**src/rtl/ddr_sram_ctrl.sv**
```systemverilog
// DDR-side request controller: accepts one load, store or 8-beat line read at a time
// and services it against a single-port 64-bit synchronous SRAM after LATENCY wait cycles.
module ddr_sram_ctrl #(
  parameter int unsigned LATENCY = 4,
  parameter int unsigned ADDR_W  = 19
) (
  input  logic              clock,
  input  logic              reset,
  input  logic              ddr_chip_enable,
  input  logic [ADDR_W-1:0] ddr_index,
  input  logic              ddr_write_enable,
  input  logic              ddr_burst_mode,
  input  logic [63:0]       ddr_opstore_write_mask,
  input  logic [63:0]       ddr_opstore_write_data,
  output logic              ddr_ready,
  output logic              ddr_operation_done,
  output logic [63:0]       ddr_opload_read_data,
  output logic [511:0]      ddr_pc_read_inst,
  output logic              sram_ce,
  output logic              sram_we,
  output logic [ADDR_W-1:0] sram_addr,
  output logic [63:0]       sram_wmask,
  output logic [63:0]       sram_wdata,
  input  logic [63:0]       sram_rdata
);

  localparam int unsigned DATA_W = 64;
  localparam int unsigned LINE_W = 512;
  localparam int unsigned CNT_W  = 8;
  localparam int unsigned BEAT_W = 3;

  typedef enum logic [2:0] {S_IDLE, S_WAIT, S_ISSUE, S_CAPTURE, S_DONE} state_t;

  state_t              r_state, w_state_nxt;
  logic [ADDR_W-1:0]   r_idx, w_idx_nxt;
  logic                r_we, w_we_nxt;
  logic                r_burst, w_burst_nxt;
  logic [DATA_W-1:0]   r_mask, w_mask_nxt;
  logic [DATA_W-1:0]   r_data, w_data_nxt;
  logic [CNT_W-1:0]    r_cnt, w_cnt_nxt;
  logic [BEAT_W-1:0]   r_beat, w_beat_nxt;
  logic                r_ready, w_ready_nxt;
  logic                r_done, w_done_nxt;
  logic [DATA_W-1:0]   r_rdata, w_rdata_nxt;
  logic [LINE_W-1:0]   r_line, w_line_nxt;
  logic                r_sram_ce, w_sram_ce_nxt;
  logic                r_sram_we, w_sram_we_nxt;
  logic [ADDR_W-1:0]   r_sram_addr, w_sram_addr_nxt;
  logic [DATA_W-1:0]   r_sram_wmask, w_sram_wmask_nxt;
  logic [DATA_W-1:0]   r_sram_wdata, w_sram_wdata_nxt;
  logic                w_go_issue;

  // With LATENCY=0 the first issue is computed in the accept cycle, so take the request from the inputs
  logic                w_in_idle;
  logic [ADDR_W-1:0]   w_req_idx;
  logic                w_req_we;
  logic                w_req_burst;
  logic [DATA_W-1:0]   w_req_mask;
  logic [DATA_W-1:0]   w_req_data;
  logic [BEAT_W-1:0]   w_cap_beat;

  assign w_in_idle   = (r_state == S_IDLE);
  assign w_req_idx   = w_in_idle ? ddr_index              : r_idx;
  assign w_req_we    = w_in_idle ? ddr_write_enable       : r_we;
  assign w_req_burst = w_in_idle ? ddr_burst_mode         : r_burst;
  assign w_req_mask  = w_in_idle ? ddr_opstore_write_mask : r_mask;
  assign w_req_data  = w_in_idle ? ddr_opstore_write_data : r_data;
  // Read data trails the issue by one cycle; wraps to beat 7 in CAPTURE once r_beat is back to 0
  assign w_cap_beat  = r_beat - BEAT_W'(1);

  always_ff @(posedge clock or posedge reset) begin
    if (reset) begin
      r_state      <= S_IDLE;
      r_idx        <= '0;
      r_we         <= 1'b0;
      r_burst      <= 1'b0;
      r_mask       <= '0;
      r_data       <= '0;
      r_cnt        <= '0;
      r_beat       <= '0;
      r_ready      <= 1'b0;
      r_done       <= 1'b0;
      r_rdata      <= '0;
      r_line       <= '0;
      r_sram_ce    <= 1'b0;
      r_sram_we    <= 1'b0;
      r_sram_addr  <= '0;
      r_sram_wmask <= '0;
      r_sram_wdata <= '0;
    end else begin
      r_state      <= w_state_nxt;
      r_idx        <= w_idx_nxt;
      r_we         <= w_we_nxt;
      r_burst      <= w_burst_nxt;
      r_mask       <= w_mask_nxt;
      r_data       <= w_data_nxt;
      r_cnt        <= w_cnt_nxt;
      r_beat       <= w_beat_nxt;
      r_ready      <= w_ready_nxt;
      r_done       <= w_done_nxt;
      r_rdata      <= w_rdata_nxt;
      r_line       <= w_line_nxt;
      r_sram_ce    <= w_sram_ce_nxt;
      r_sram_we    <= w_sram_we_nxt;
      r_sram_addr  <= w_sram_addr_nxt;
      r_sram_wmask <= w_sram_wmask_nxt;
      r_sram_wdata <= w_sram_wdata_nxt;
    end
  end

  always_comb begin
    w_state_nxt      = r_state;
    w_idx_nxt        = r_idx;
    w_we_nxt         = r_we;
    w_burst_nxt      = r_burst;
    w_mask_nxt       = r_mask;
    w_data_nxt       = r_data;
    w_cnt_nxt        = r_cnt;
    w_beat_nxt       = r_beat;
    w_rdata_nxt      = r_rdata;
    w_line_nxt       = r_line;
    w_sram_ce_nxt    = 1'b0;
    w_sram_we_nxt    = 1'b0;
    w_sram_addr_nxt  = r_sram_addr;
    w_sram_wmask_nxt = r_sram_wmask;
    w_sram_wdata_nxt = r_sram_wdata;
    w_go_issue       = 1'b0;

    case (r_state)
      S_IDLE: begin
        if (ddr_chip_enable && r_ready) begin
          w_idx_nxt   = ddr_index;
          w_we_nxt    = ddr_write_enable;
          w_burst_nxt = ddr_burst_mode;
          w_mask_nxt  = ddr_opstore_write_mask;
          w_data_nxt  = ddr_opstore_write_data;
          if (LATENCY == 0) begin
            w_go_issue = 1'b1;
          end else begin
            w_state_nxt = S_WAIT;
            w_cnt_nxt   = CNT_W'(LATENCY - 1);
          end
        end
      end
      S_WAIT: begin
        if (r_cnt == '0) w_go_issue = 1'b1;
        else             w_cnt_nxt  = r_cnt - CNT_W'(1);
      end
      S_ISSUE: begin
        if (r_burst) begin
          if (r_beat != '0) w_line_nxt[{w_cap_beat, 6'd0} +: DATA_W] = sram_rdata;
          if (r_beat == BEAT_W'(7)) begin
            w_state_nxt = S_CAPTURE;
            w_beat_nxt  = '0;
          end else begin
            w_beat_nxt      = r_beat + BEAT_W'(1);
            w_sram_ce_nxt   = 1'b1;
            w_sram_addr_nxt = r_sram_addr + ADDR_W'(1);
          end
        end else if (r_we) begin
          w_state_nxt = S_DONE;
        end else begin
          w_state_nxt = S_CAPTURE;
        end
      end
      S_CAPTURE: begin
        if (r_burst) w_line_nxt[{w_cap_beat, 6'd0} +: DATA_W] = sram_rdata;
        else         w_rdata_nxt = sram_rdata;
        w_state_nxt = S_DONE;
      end
      S_DONE:  w_state_nxt = S_IDLE;
      default: w_state_nxt = S_IDLE;
    endcase

    // First SRAM access; burst lines start at the aligned base regardless of low index bits
    if (w_go_issue) begin
      w_state_nxt      = S_ISSUE;
      w_beat_nxt       = '0;
      w_sram_ce_nxt    = 1'b1;
      w_sram_we_nxt    = w_req_we & ~w_req_burst;
      w_sram_addr_nxt  = w_req_burst ? {w_req_idx[ADDR_W-1:3], 3'b000} : w_req_idx;
      w_sram_wmask_nxt = w_req_mask;
      w_sram_wdata_nxt = w_req_data;
    end
  end

  assign w_ready_nxt = (w_state_nxt == S_IDLE);
  assign w_done_nxt  = (w_state_nxt == S_DONE);

  assign ddr_ready            = r_ready;
  assign ddr_operation_done   = r_done;
  assign ddr_opload_read_data = r_rdata;
  assign ddr_pc_read_inst     = r_line;
  assign sram_ce              = r_sram_ce;
  assign sram_we              = r_sram_we;
  assign sram_addr            = r_sram_addr;
  assign sram_wmask           = r_sram_wmask;
  assign sram_wdata           = r_sram_wdata;

endmodule

```
**config.mk**
```make
export PLATFORM = sky130hd
export DESIGN_NAME = ddr_sram_ctrl
export DESIGN_NICKNAME = d
export VERILOG_FILES = /design/src/rtl/ddr_sram_ctrl.sv
export SDC_FILE = /design/constraint.sdc
export NUM_CORES = 2
export LEC_CHECK = 0
export ABC_AREA = 1
export BUFFER_PORTS_ARGS = -buffer_cell sky130_fd_sc_hd__buf_2
export CORE_ASPECT_RATIO = 0.5
export CORE_MARGIN = 2
export CORE_UTILIZATION = 35
export CTS_CLUSTER_SIZE = 10
export DETAILED_ROUTE_END_ITERATION = 6
export GPL_TIMING_DRIVEN = 0
export PLACE_DENSITY = 0.68
export RECOVER_POWER = 100
export SETUP_SLACK_MARGIN = 0.4
export SYNTH_ARGS = -nofsm -noshare
export SYNTH_HDL_FRONTEND = slang
export SYNTH_SLANG_ARGS = --single-unit
```
**constraint.sdc**
```tcl
create_clock -name clock -period 40.2 [get_ports clock]
set_input_delay 12.06 -clock clock [delete_from_list [all_inputs] [get_ports clock]]
set_output_delay 12.06 -clock clock [all_outputs]
set_load 0.005 [all_outputs]
```
==> results.md <==
- The flow ran to the end, but the final reports show violations.
- The checks that failed: design-rule violations, max-capacitance violations, max-slew violations.
- TritonCTS built the clock tree.
- The tool flagged a number of max-cap violations equal to 9.
- The critical path startpoint category is an input pin.
- The DRC violations left is 1.
- The peak clock frequency supported by timing is 0.0423 GHz.
- The later pin in the worst-skew pair is clocked with a latency of 0.70 ns.
- The number of buffers created by CTS is 100.
- The met3 track demand over resource is 6.08%.
- The worst path arrival time is 22.86 ns.
- Setup violations remaining at the end of the flow were counted as 0.
- In this run the static leakage power is roughly 20 nW.
- The die is 465 um wide.
- Summing the areas of all fa, ha and maj instances in the mapped netlist gives 0.337% of the synthesized area.
- The first global-routing pass estimated 218000 um of wire.
- The worst setup path is captured at an asynchronous set/reset pin.
- The detailed-routing iteration count for the pre-antenna-repair pass is 7.
- The number of antenna violations at the first check in global routing is 16.
- The startpoint of the worst-slack reg-to-reg timing path is r_beat[0]$_DFFE_PP0P_.
- The routed design could run at a clock period as short as 23.65 ns.
- Measured against its own limit, the worst slew margin works out to -360%.
- Global routing used 27.0% of the available tracks across all layers.
- The path class of the tightest hold or removal check is reg2reg.
- The design draws approximately 0.0033 W.
- The final net count is between 5000 and 6000.
- Along the worst path, the maximum fanout reaches 125.
- The number of distinct library cells after synthesis is 37.
- In the layout the commonest cells are nand2_1, dfrtp_1, clkbuf_1, o21ai_0, nor2_1.
- The H-tree was split into 3 levels.
- The number of global-route vias before repair is 32700.
- At the end of routability-driven placement, the weighted congestion stood at 0.935.
- The number of nets in the synthesized netlist is 4363.
- Dividing the final minimum period by the clock period gives 58.8%.
- The critical path contains buffers and inverters numbering 4 combined.
- After synthesis the netlist holds a flip-flop and latch count of slightly below 900.
- The worst-case register-to-register setup slack is 36.73 ns.
- At the pin with the least slew margin, the transition time is 6.90 ns.
- The required time at the endpoint of the critical path is just under 40 ns.
- The area of the mapped netlist is 37100 um^2.
- The met1 routing resource usage after global routing is 33.9%.
- The count of final hold-check violations is 0.
- The number of gates given a new drive strength after cts is 0.
- The die area is roughly 110000 um^2.
- The count of nets left with antenna violations once routing finished came out at 0.
- The dominant cell type by count on the critical path is clkbuf_1.
- In the synthesized netlist, the number of instances is 4137.
- 943 I/O pins were placed.
- The source of the worst hold timing path is r_idx[17]$_DFFE_PP0P_.
- The XOR/XNOR share of the synthesized area is less than 1%.
- The most common library cell in the layout ignoring fill and taps is nand2_1.
- Traced cell by cell, the critical path runs through buf_2 -> clkinvlp_2 -> clkbuf_1 -> clkbuf_1.
- The pin count of the biggest net entering global routing is 128.
- The cts-stage hold buffer count is 0.
- The area growth from synthesis to final layout is 22.4%.
- The critical setup path kind is in2async.
- The number of clock sinks seen by CTS is 890.
- The via-per-instance ratio is 5.17.
- The number of buffer cells added on primary ports is 942.
- After synthesis, the share of cell area in mux cells is 3.40%.
- The met2 global-route usage is 43.4%.
- The critical path starts at reset.
- The area of the core region is 105000 um^2.
- The detailed-placement wirelength estimate is 114000 um.
- The final layout contains routed wiring with a total length of 152000 um.
- VDD sags by at most 39.4 uV.
- After global routing the overflow that remains totals 0.
- For the final database, setup skew stands at 0.0333 ns.
- In the final layout, the share of cells above drive strength 1 is 10.4%.
- The delay contributed by the slowest stage of the critical path is 4.82 ns.
- For this block, the initial DRC count from the detailed router was 3309.
- The busiest layer in global routing is met2.
- The kind of cell with the highest combined delay along the critical path is buffers and inverters.
- The area fraction in and, or, nand and nor cells after synthesis is 21.9%.
- The routed length per instance is 22.9 um.
- Counting tap cells, the placed design contains a total of approximately 6500 instances.
- The synthesized area divided by synthesized cell count is 8.97 um^2.
- From bottom edge to top edge, the die measures 234 um.
- The total via count after detailed routing is 34300.
- By area, the combinational part of the netlist is dominated by simple AND/OR/NAND/NOR gates.
- The total of warnings raised by yosys is 0.
- The post-CTS repair timing setup buffer count is 0.
- Row generation in the floorplan step produced 84 rows.
- The non-filler instance count after layout is 6630.
- Setup repair after global routing left no endpoint under its margin.
- The clock-pin slew on the worst setup and hold paths is 0.06 ns.
- Sequential elements use 60.0% of the synthesized area.
- Summing the areas of all compound-gate instances in the mapped netlist gives ~9% of the synthesized area.
- Clock tree synthesis selected as its root buffer the cell clkbuf_16.
- The final number of max-transition violations is ~830.
- In this run the power density over the cells is 73.3 nW/um^2.
- The clock passes through at most 3 buffers.
- The cell with the biggest individual delay on the critical path is clkbuf_1.
- The initial utilization of the core area, before any placement, comes to 35.3%.
==> worst min-delay path, cell delays in order (launching register included) <==
cell     delay, ns
dfrtp_1       0.34
nand2_1       0.05
nand2_1       0.05
==> state kept, by name, indices dropped and copies added, names as in the netlist <==
name,count
ddr_pc_read_inst,512
ddr_opload_read_data,64
r_data,64
r_mask,64
sram_wdata,64
sram_wmask,64
r_idx,19
sram_addr,19
r_cnt,8
r_beat,3
r_state,3
ddr_operation_done,1
ddr_ready,1
r_burst,1
r_we,1
sram_ce,1
sram_we,1
==> through the flow <==
step / setup slack [ns] / setup TNS (ns) / cell area, um^2 / util, % / hold WS [ns]
6_report: 16.55 / 0 / 45400 / 43.2 / 0.467
5_1_grt: 14.24 / 0 / 45400 / 43.2 / 0.492
4_1_cts: 26.66 / 0 / 46500 / 44.2 / 0.472
3_5_place_dp: 26.22 / 0 / 43800 / 41.7 / 0.457
3_3_place_gp: -6.16 / -5399.61 / 43600 / 41.5 / 0.452
2_1_floorplan: 3.12 / 0 / 37100 / - / 0.436
==> metal layers <==
metal | vias up | share of wire, %
met1 | 17000 | 39
met3 | 382 | 7.6
met5 | - | 0.025
met2 | 1520 | 47
met4 | 6 | 6.2
li1 | 15400 | -
==> Yosys cell counts <==
master | number | area, um^2
nand2_2 | 1 | 6.26
ha_1 | 10 | 125
o211ai_1 | 6 | 45.0
nor2_1 | 429 | 1610
nor2_8 | 3 | 60.1
nand2_4 | 1 | 11.3
a31oi_1 | 2 | 12.5
o21ai_0 | 495 | 2480
inv_1 | 112 | 420
a22oi_1 | 1 | 7.51
buf_2 | 118 | 591
nor3_1 | 199 | 996
buf_1 | 2 | 7.51
mux2i_1 | 126 | 1260
o21ai_2 | 4 | 35.0
nor2_2 | 7 | 43.8
clkbuf_1 | 93 | 349
a21oi_1 | 15 | 75.1
nand4_1 | 8 | 50.1
nand3_2 | 5 | 50.1
clkbuf_2 | 6 | 30.0
dfrtp_1 | 890 | 22300
o21ai_1 | 132 | 661
nand3_1 | 27 | 135
xnor2_1 | 3 | 26.3
inv_2 | 10 | 37.5
clkinv_1 | 1 | 3.75
or2_2 | 1 | 6.26
a211oi_1 | 2 | 15.0
nor2_4 | 2 | 22.5
buf_6 | 24 | 270
nand2_1 | 1366 | 5130
xor2_1 | 2 | 17.5
and2_1 | 1 | 6.26
buf_4 | 30 | 225
xnor2_2 | 1 | 16.3
o21bai_1 | 2 | 15.0
==> worst paths after layout <==
check	to	depth (start not counted)
min	r_idx[17]$_DFFE_PP0P_	2
max	ddr_opload_read_data[14]$_DFFE_PP0P_	4
max in group clock	r_mask[27]$_DFFE_PP0P_	7
min reg2reg	r_idx[17]$_DFFE_PP0P_	2
min in group asynchronous	ddr_pc_read_inst[314]$_DFFE_PP0P_	2
max reg2reg	ddr_pc_read_inst[196]$_DFFE_PP0P_	8
==> final cells by class <==
cell class	count	area (um^2)
Multi-Input combinational cell	2851	12900
Clock inverter	6	75.1
Clock buffer	109	2590
Inverter	123	463
Timing Repair Buffer	950	3890
Tap cell	1419	1780
Antenna cell	9	22.5
Buffer	273	1450
Fill cell	10700	59700
Sequential cell	890	22300
==> power by group <==
group          total, W  switching, W  internal [W]
Combinational   0.00117      0.000795      0.000370
Clock          0.000817      0.000368      0.000449
Sequential      0.00135      0.000176       0.00117
Total           0.00333       0.00134       0.00199
==> logic make-up after synthesis <==
kind of cell    count (synthesis)
compound gates                659
fa+ha+maj                      10
buf+inv                       396
simple gates                 2050
flops                         890
mux                           126
xor+xnor                        6
Power figures use the tool's default switching activity.
